File: src/rtl/sram_data_arbiter.sv
// sram_data_arbiter
// Two-master round-robin arbiter in front of a single-port data SRAM.
// Master 0 is the core load/store unit, master 1 the debug/DMA loader.
// Grants are combinational (zero latency). Each grant produces exactly one
// registered response in the following cycle. Word addresses at or above
// DEPTH are blocked before they reach the array and answered with an error.

module sram_data_arbiter #(
  parameter int unsigned DEPTH     = 10,
  parameter logic [31:0] ERR_RDATA = 32'h0000_0000
) (
  input  logic        clk_i,
  input  logic        rst_i,

  // master 0 (core load/store unit)
  input  logic        m0_req_i,
  input  logic        m0_we_i,
  input  logic [31:0] m0_addr_i,
  input  logic [31:0] m0_wdata_i,
  output logic        m0_gnt_o,
  output logic        m0_rvalid_o,
  output logic [31:0] m0_rdata_o,
  output logic        m0_err_o,

  // master 1 (debug / DMA loader)
  input  logic        m1_req_i,
  input  logic        m1_we_i,
  input  logic [31:0] m1_addr_i,
  input  logic [31:0] m1_wdata_i,
  output logic        m1_gnt_o,
  output logic        m1_rvalid_o,
  output logic [31:0] m1_rdata_o,
  output logic        m1_err_o,

  // SRAM port
  output logic        sram_req_o,
  output logic        sram_we_o,
  output logic [31:0] sram_addr_o,
  output logic [31:0] sram_wdata_o,
  input  logic [31:0] sram_rdata_i
);

  // Array size widened once so the range check is a full 32-bit compare.
  localparam logic [31:0] DEPTH_W = 32'(DEPTH);

  // Arbitration state: master that wins the next tie.
  logic        prio_q;

  // Response pipeline stage (one entry: no backpressure on responses).
  logic        rsp_valid_q;
  logic        rsp_owner_q;
  logic [31:0] rsp_rdata_q;
  logic        rsp_err_q;

  // Combinational arbitration and access decode.
  logic        grant;
  logic        winner;
  logic        sel_we;
  logic [31:0] sel_addr;
  logic [31:0] sel_wdata;
  logic        in_range;
  logic [31:0] rsp_rdata_d;

  // Pick this cycle's winner; reset suppresses every grant.
  // NOTE: every signal written in an always_comb gets a default on entry,
  // so no path through the block can leave it unassigned and infer a latch.
  always_comb begin
    grant  = 1'b0;
    winner = 1'b0;
    if (!rst_i && (m0_req_i || m1_req_i)) begin
      grant = 1'b1;
      if (m0_req_i && m1_req_i) begin
        winner = prio_q;
      end else begin
        winner = m1_req_i;
      end
    end
  end

  // Route the winning master's access fields; zero when nobody is granted.
  always_comb begin
    sel_we    = 1'b0;
    sel_addr  = 32'h0;
    sel_wdata = 32'h0;
    if (grant) begin
      if (winner) begin
        sel_we    = m1_we_i;
        sel_addr  = m1_addr_i;
        sel_wdata = m1_wdata_i;
      end else begin
        sel_we    = m0_we_i;
        sel_addr  = m0_addr_i;
        sel_wdata = m0_wdata_i;
      end
    end
  end

  // Out-of-range words never strobe the array, so such writes are dropped.
  assign in_range = (sel_addr < DEPTH_W);

  // Drive the SRAM port from the selected access.
  always_comb begin
    sram_req_o   = grant & in_range;
    sram_we_o    = grant & in_range & sel_we;
    sram_addr_o  = sel_addr;
    sram_wdata_o = sel_wdata;
  end

  // Per-master grant strobes.
  always_comb begin
    m0_gnt_o = grant & ~winner;
    m1_gnt_o = grant &  winner;
  end

  // Data to capture for the response: error word, zero for a write ack,
  // or the array's combinational read data.
  always_comb begin
    rsp_rdata_d = 32'h0;
    if (!in_range) begin
      rsp_rdata_d = ERR_RDATA;
    end else if (!sel_we) begin
      rsp_rdata_d = sram_rdata_i;
    end
  end

  // Advance the tie-break and capture the response at the grant edge.
  // NOTE: sequential state uses non-blocking assignments so every flop
  // samples pre-edge values regardless of statement order.
  always_ff @(posedge clk_i) begin
    if (rst_i) begin
      prio_q      <= 1'b0;
      rsp_valid_q <= 1'b0;
      rsp_owner_q <= 1'b0;
      rsp_rdata_q <= 32'h0;
      rsp_err_q   <= 1'b0;
    end else begin
      rsp_valid_q <= grant;
      if (grant) begin
        prio_q      <= ~winner;
        rsp_owner_q <= winner;
        rsp_rdata_q <= rsp_rdata_d;
        rsp_err_q   <= ~in_range;
      end
    end
  end

  // Steer the registered response to its owner. A response that was still
  // pending when reset rose is hidden immediately rather than leaking out
  // during the reset cycle.
  always_comb begin
    m0_rvalid_o = rsp_valid_q & ~rst_i & ~rsp_owner_q;
    m1_rvalid_o = rsp_valid_q & ~rst_i &  rsp_owner_q;
    m0_rdata_o  = m0_rvalid_o ? rsp_rdata_q : 32'h0;
    m1_rdata_o  = m1_rvalid_o ? rsp_rdata_q : 32'h0;
    m0_err_o    = m0_rvalid_o & rsp_err_q;
    m1_err_o    = m1_rvalid_o & rsp_err_q;
  end

endmodule

File: config.mk
export PLATFORM = sky130hd
export DESIGN_NAME = sram_data_arbiter
export DESIGN_NICKNAME = d
export VERILOG_FILES = /design/src/rtl/sram_data_arbiter.sv
export SDC_FILE = /design/constraint.sdc
export NUM_CORES = 1
export LEC_CHECK = 0
export ABC_AREA = 0
export BUFFER_PORTS_ARGS = -buffer_cell sky130_fd_sc_hd__clkbuf_2
export CAP_MARGIN = 20
export CORE_AREA = 2 2 117 119
export CTS_CLUSTER_SIZE = 24
export DETAILED_ROUTE_END_ITERATION = 7
export DIE_AREA = 0 0 119 121
export REMOVE_ABC_BUFFERS = 1
export SLEW_MARGIN = 10
export SYNTH_ARGS = -nofsm -noshare
export SYNTH_HDL_FRONTEND = slang
export SYNTH_SLANG_ARGS = --single-unit
File: constraint.sdc
create_clock -name clk_i -period 2.2 [get_ports clk_i]
set_clock_uncertainty 0.1 [all_clocks]
set_input_delay 0.11 -clock clk_i [delete_from_list [all_inputs] [get_ports clk_i]]
set_output_delay 0.11 -clock clk_i [all_outputs]
set_load 0.02 [all_outputs]
== Word-level counts from Yosys, hierarchy flattened ==
Cells that the tools add are included.
Storage, ports and cells
  output and inout port bits: 136
  register bits: 36
  input bits: 166
Cells by class
  $lt $le $gt $ge: 1
  reduce and logical (&&, ||, !) cells: 4
  muxes and demuxes: 13
  bitwise gates (word level): 13
Operators with widths (count)
  $mux 32: 8
  $lt 32x4->1 const B: 1
  $and 1x1->1: 9
  $mux 1: 5
  $not 1->1: 4
  $logic_and 1x1->1: 2
  $logic_not 1->1: 1
  $logic_or 1x1->1: 1

== Longest topological paths before layout ==
Gate-level depths: netlist of the first run.
  word-level depth: 8
  depth in mapped cells: 8
  mapped depth without buffers: 5

== Worst setup path after synthesis of the first run ==
No wires, ideal clock.
  kind: reg-to-output
  start point: reg prio_q
  end point: out sram_we_o
  slack: -191 ps
  data required time: 1990 ps
  arrival time: 2181 ps
  cell stages (with the launch flop): 8
  cell sequence: dfxtp_1 -> a21bo_4 -> nor2_1 -> a22o_1 -> or4_1 -> buf_2 -> buf_4 -> nor3_2
On the way
  longest elaborated chain between the ends: 7
Ends and longest elaborated chain
  from (decl): RTL line 47  | logic prio_q;
  from (signal assigned): RTL line 139  | prio_q <= ~winner;
  $mux 1: RTL line 72  | if (m0_req_i && m1_req_i) begin
  $mux 1: RTL line 70  | if (!rst_i && (m0_req_i || m1_req_i)) begin
  $mux 32: RTL line 86  | if (winner) begin
  $mux 32: RTL line 85  | if (grant) begin
  named net sram_addr_o[6]: RTL line 38  | output logic [31:0] sram_addr_o,
  $lt 32x4->1: RTL line 99  | assign in_range = (sel_addr < DEPTH_W);
  $and 1x1->1 (2 in series): RTL line 104  | sram_we_o = grant & in_range & sel_we;
  to (decl): RTL line 37  | output logic sram_we_o,
The timed path passes the listed nets, and every way through them passes these cells.

== Worst setup path in the final report of the first run ==
  start point: reg prio_q
  end point: out sram_we_o
On the way
  longest elaborated chain between the ends: 7
Ends and longest elaborated chain (RTL line)
  $mux 1 *: 72
  $mux 1 *: 70
  $mux 32: 86
  $mux 32: 85
  $lt 32x4->1: 99
  $and 1x1->1: 104
  $and 1x1->1 *: 104
Every way passes the cells marked *; elsewhere a longest branch is shown, timed or not.

==> results of run 1 <==
-- per-stage QoR --
step / instances / power (mW) / hold WS (ps) / area, um2
CTS: 871 / 2.15 / 6.24 / 5340
global route: 872 / 2.26 / 7.41 / 5440
floorplan: 323 / 1.02 / 82.4 / 2770
global placement: 836 / 1.42 / 243 / 4850
finish: 872 / 2.15 / 8.05 / 5440
detailed placement: 836 / 1.42 / 245 / 4850
-- path summary, 6_finish.rpt --
| kind | to | depth (start not counted) |
|---|---|---|
| worst max register to register | rsp_rdata_q[2] | 7 |
| worst min register to register | rsp_rdata_q[27] | 2 |
| worst min-delay path | rsp_rdata_q[1] | 3 |
| worst max-delay path | sram_we_o | 6 |
-- power by group --
group	internal, mW	leakage, nW	total (mW)	switching, mW
Clock	0.411	0.0667	0.659	0.248
Combinational	0.370	2.41	0.828	0.458
Sequential	0.659	0.292	0.666	0.00651
Total	1.44	2.77	2.15	0.712
-- state kept, by name (all words and copies together) (netlist names) --
signal / cells
rsp_rdata_q: 32
prio_q: 1
rsp_valid_q: 1
rsp_err_q: 1
rsp_owner_q: 1
-- worst max-delay path: cells and delay by family (launching register included) --
kind	cells	cell delay (ps)
AND/OR/NAND/NOR	2	730
AO/OA/AOI/OAI	3	610
flip-flops	1	360
buffers and inverters	1	170
-- synth_stat cells, types with 4 or more instances --
cell type and n:
and2_1 66, nand2_1 65, a22o_1 57, dfxtp_1 36, clkbuf_1 23, nor2_1 17, o31ai_2 16, o31ai_4 11
nor3_1 7, nor4_1 6, o31ai_1 6, a32oi_1 5, buf_4 4
-- kinds of logic (layout without fill, tap and decap cells) --
kind of cell           count (synthesis)  in the layout  share of synthesized area [%]
AOI/OAI and AO/OA                    108            108                           38.3
buffers and inverters                 36            374                           6.42
DFF                                   36             36                           24.3
and+or+nand+nor                      178            178                           31.0
-- cell type report --
cell class,count,area (um2)
Fill cell,1394,7640
Multi-Input combinational cell,286,2180
Timing Repair Buffer,366,2180
Sequential cell,36,724
Tap cell,176,220
Clock buffer,6,129
Clock inverter,1,5.00
Inverter,1,3.75
-- metal layers --
layer	up-vias	track usage, %	share of wire [%]
li1	1982	-	-
met1	1811	23.0	39
met2	195	36.7	52
met3	11	4.61	7.6
met4	0	3.20	1.1
met5	-	0	0
-- what timing repair did --
| action | CTS | global route |
|---|---|---|
| cloned | 2 | 1 |
| hold buffers | 21 | 0 |
| hold endpoints to repair | 21 | 0 |
| pin swaps | 10 | 3 |
| resized for setup | 17 | 13 |
| setup endpoints to repair | 35 | 36 |
| setup buffers | 5 | 1 |
==> flow_summary_export.csv, run 1 <==
group,metric,value,unit
sta,setup_viol,35,
cells_and_area,layout_commonest_cell,"clkbuf_2",
place,gp_congestion,0.918,
clocking,clock-sinks,36,
clocking,tritoncts,"done",
synth,syn_inst,358,
sta,drv_slew,0,
route,vias,3999,
outcome,violations,"negative setup slack",
route,first_iter_violations,219,
sta,slew_headroom,74.7,%
critical_path,cp_max_fo,4,
worst_hold_path,hold_path_class,"in2reg",
place,dp_hpwl,12400,um
route,drcViolationCount,0,
route,wl_per_cell,17.2,um
floorplan,num_rows,42,
place,place_ws,-255,ps
critical_path,cpMaxStageDelayCell,"or4_4",
route,vias_per_cell,4.59,
floorplan,start_util,22.6,%
cells_and_area,nets,862,
clocking,cts-htree-levels,2,
critical_path,cp_slowest_stage_delay,530,ps
floorplan,ios,302,
critical_path,worstPathCellList,"a21bo_4, o32a_1, a211o_1, or4_4, nor3_4, clkbuf_8",
sta,period_needed,2360,ps
pwr,p_leak,2.77,nW
pwr,pwr_density_cell,396,nW/um2
sta,finalCritPeriodShare,107,%
cells_and_area,n_antenna_cell,0,
synth,synth_area,2960,um2
synth,yosysTopAreaCellShare,24.3,%
global_route,grt_max_degree,36,
job,maxCapViolations,0,
cells_and_area,final_layout_size_suffix_gt1_share,57.3,%
outcome,outcome,"finished with violations",
sta,final.setup.tns,-1030,ps
synth,synth_edf_count,0,
place,port_buffers,301,
route,ant_nets,0,
synth,synth-seq-cells,36,
clocking,clock_latency,270,ps
global_route,groute.usage.overall,19.6,%
global_route,grt_first_pass_wirelength,21900,um
route,drtPass1Iterations,4,
floorplan,fp.coreArea,13100,um2
floorplan,die_area,14400,um2
synth,yosys_warnings,0,
cells_and_area,utilization,41.6,%
cells_and_area,area_growth_syn_to_layout,83.9,%
synth,synth.distinct_cells,40,
global_route,grt_antenna_before_repair,0,
critical_path,critical_path_class,"reg2out",
synth,yosysTopAreaCell,"dfxtp_1",
sta,fin_ws,-157,ps
critical_path,critPathLaunchType,"flop",
floorplan,die_w,119,um
sta,rsz0062_at_grt,"true",
clocking,numCtsBuffers,5,
route,totalWireLength,15000,um
sta,worstMarginPinSlew,376,ps
critical_path,r2r_setup_slack,-50,ps
pwr,ir_worst_vdd,0.278,mV
floorplan,die_h,121,um
worst_hold_path,min-delay-start,"sram_rdata_i[1]",
clocking,clockBufferDepth,2,
synth,synth-main-ff-cell,"dfxtp_1",
critical_path,required,1990,ps
critical_path,worstPathArrival,2150,ps
global_route,gr-total-overflow,0,
cells_and_area,final_cell_mix,"clkbuf_2, and2_1, nand2_1, a22o_1",
critical_path,end_kind,"primary output",
sta,fmax,0.424,GHz
synth,ys_seq_area_share,24.3,%
sta,hold_violations,0,
synth,ys_async_sr_fraction,0,%
synth,avgSynthCellArea,8.27,um2
critical_path,rr_startpoint,"prio_q",
clocking,clkTransAtPathRegs,50,ps
synth,netlist_top_cells_area,"dfxtp_1, a22o_1, and2_1",
clocking,clockRootBuffer,"clkbuf_16",
critical_path,critical_path.startpoint,"prio_q",
global_route,grt_pass1_vias,3864,
Power figures use the tool's default switching activity.
==> run 2: changes to the inputs <==
--- a/config.mk
+++ b/config.mk
@@ -13,6 +13,7 @@
 export DETAILED_ROUTE_END_ITERATION = 7
 export DIE_AREA = 0 0 119 121
 export REMOVE_ABC_BUFFERS = 1
+export SKIP_CTS_REPAIR_TIMING = 1
 export SLEW_MARGIN = 10
 export SYNTH_ARGS = -nofsm -noshare
 export SYNTH_HDL_FRONTEND = slang
==> flow_summary_export.csv, run 2 (synthesis gave the netlist of run 1 again) <==
group,metric,value,unit
critical_path,cp_max_fo,6,
place,dp_hpwl,12400,um
clocking,tritoncts,"done",
sta,drv_slew,0,
global_route,grt_max_degree,36,
place,port_buffers,301,
floorplan,ios,302,
cells_and_area,largest_register_ff_count,32,
route,first_iter_violations,209,
sta,fin_hold_ws,-28.4,ps
critical_path,required,1990,ps
clocking,clock-sinks,36,
cells_and_area,final_cell_mix,"clkbuf_2, and2_1, nand2_1, a22o_1, buf_4",
route,vias_per_cell,4.53,
critical_path,critPathLaunchType,"flop",
pwr,seqPwrFrac,31.7,%
route,wl_per_cell,17.0,um
clocking,numCtsBuffers,5,
clocking,clockRootBuffer,"clkbuf_16",
cells_and_area,n_antenna_cell,0,
route,ant_nets,0,
sta,rsz0062_at_grt,"true",
floorplan,num_rows,42,
global_route,groute.usage.overall,18.7,%
cells_and_area,nets,850,
pwr,p_leak,2.67,nW
sta,slew_headroom,71.4,%
route,vias,3894,
route,drcViolationCount,0,
route,drtPass1Iterations,4,
floorplan,die_w,119,um
sta,hold_violations,6,
sta,worstMarginPinSlew,427,ps
sta,finalCritPeriodShare,107,%
pwr,power.total,2.10,mW
clocking,cts-htree-levels,2,
sta,fmax,0.426,GHz
pwr,pwr_density_cell,402,nW/um2
cells_and_area,area_growth_syn_to_layout,76.7,%
cells_and_area,final_layout_size_suffix_gt1_share,57.3,%
pwr,power.switching,0.693,mW
cells_and_area,final_cell_area,5230,um2
pwr,clkPwrFrac,31.2,%
floorplan,fp.coreArea,13100,um2
place,placed_area,4850,um2
outcome,outcome,"finished with violations",
global_route,gr-total-overflow,0,
global_route,grt_antenna_before_repair,0,
critical_path,end_kind,"primary output",
clocking,clock_latency,270,ps
global_route,grt_pass1_vias,3700,
floorplan,die_h,121,um
pwr,power.internal,1.41,mW
critical_path,worstPathArrival,2140,ps
sta,final.setup.tns,-2750,ps
floorplan,die_area,14400,um2
worst_hold_path,hold_path_class,"in2reg",
sta,fin_ws,-148,ps
floorplan,start_util,22.6,%
pwr,power_frac_comb,37.1,%
sta,setup_viol,35,
place,place_ws,-255,ps
clocking,clockBufferDepth,2,
pwr,switching_share,33.0,%
outcome,violations,"negative hold slack, negative setup slack",
job,maxCapViolations,0,
route,totalWireLength,14600,um
cells_and_area,layout_commonest_cell,"clkbuf_2",
global_route,grt_first_pass_wirelength,20900,um
pwr,ir_worst_vdd,0.275,mV
sta,period_needed,2350,ps
place,gp_congestion,0.918,
clocking,clkTransAtPathRegs,50,ps
critical_path,critical_path_class,"reg2out",
cells_and_area,top_register,"rsp_rdata_q",
## run 2: path summary, 6_finish.rpt
path               startpoint         endpoint  slack, ps  depth (start not counted)
min          sram_rdata_i[13]  rsp_rdata_q[13]        -30                          3
max                    prio_q        sram_we_o       -150                          6
max reg2reg            prio_q   rsp_rdata_q[2]       -100                          7
min reg2reg   rsp_rdata_q[28]  rsp_rdata_q[28]        370                          2
## run 2: critical path, cell delays in order, from the launching register on
cell	delay (ps)
dfxtp_2	350
nand2b_2	250
a32oi_1	270
a41oi_1	150
or4_4	480
nor3_2	190
buf_4	170
## run 2: power by group through the flow
stage                     Combinational, mW  Sequential (mW)  Clock [mW]
after floorplan                       0.338            0.678           0
after global placement                0.740            0.680           0
after detailed placement              0.741            0.680           0
after CTS                             0.743            0.666       0.676
after global routing                  0.834            0.667       0.708
final                                 0.779            0.666       0.656
## run 2: routing by layer
metal | routed length (um) | global-route usage [%] | vias up
li1 | - | - | 1951
met3 | 1100 | 4.65 | 10
met1 | 5950 | 22.0 | 1760
met2 | 7420 | 34.7 | 173
met5 | 0 | 0 | -
met4 | 138 | 3.20 | 0
## run 2: cell type report
cell class	count	area, um2
sequential	36	722
multi-input combinational	286	2140
clock inverter	1	5.00
tap	176	220
clock buffer	6	129
fill	1425	7860
timing repair buffer	354	2010
inverter	1	3.75
## run 2: stage by stage
| stage | cells | util (%) |
|---|---|---|
| floorplan | 323 | - |
| global placement | 836 | 37.1 |
| detailed placement | 836 | 37.1 |
| CTS | 843 | 38.1 |
| global route | 860 | 40.0 |
| finish | 860 | 40.0 |
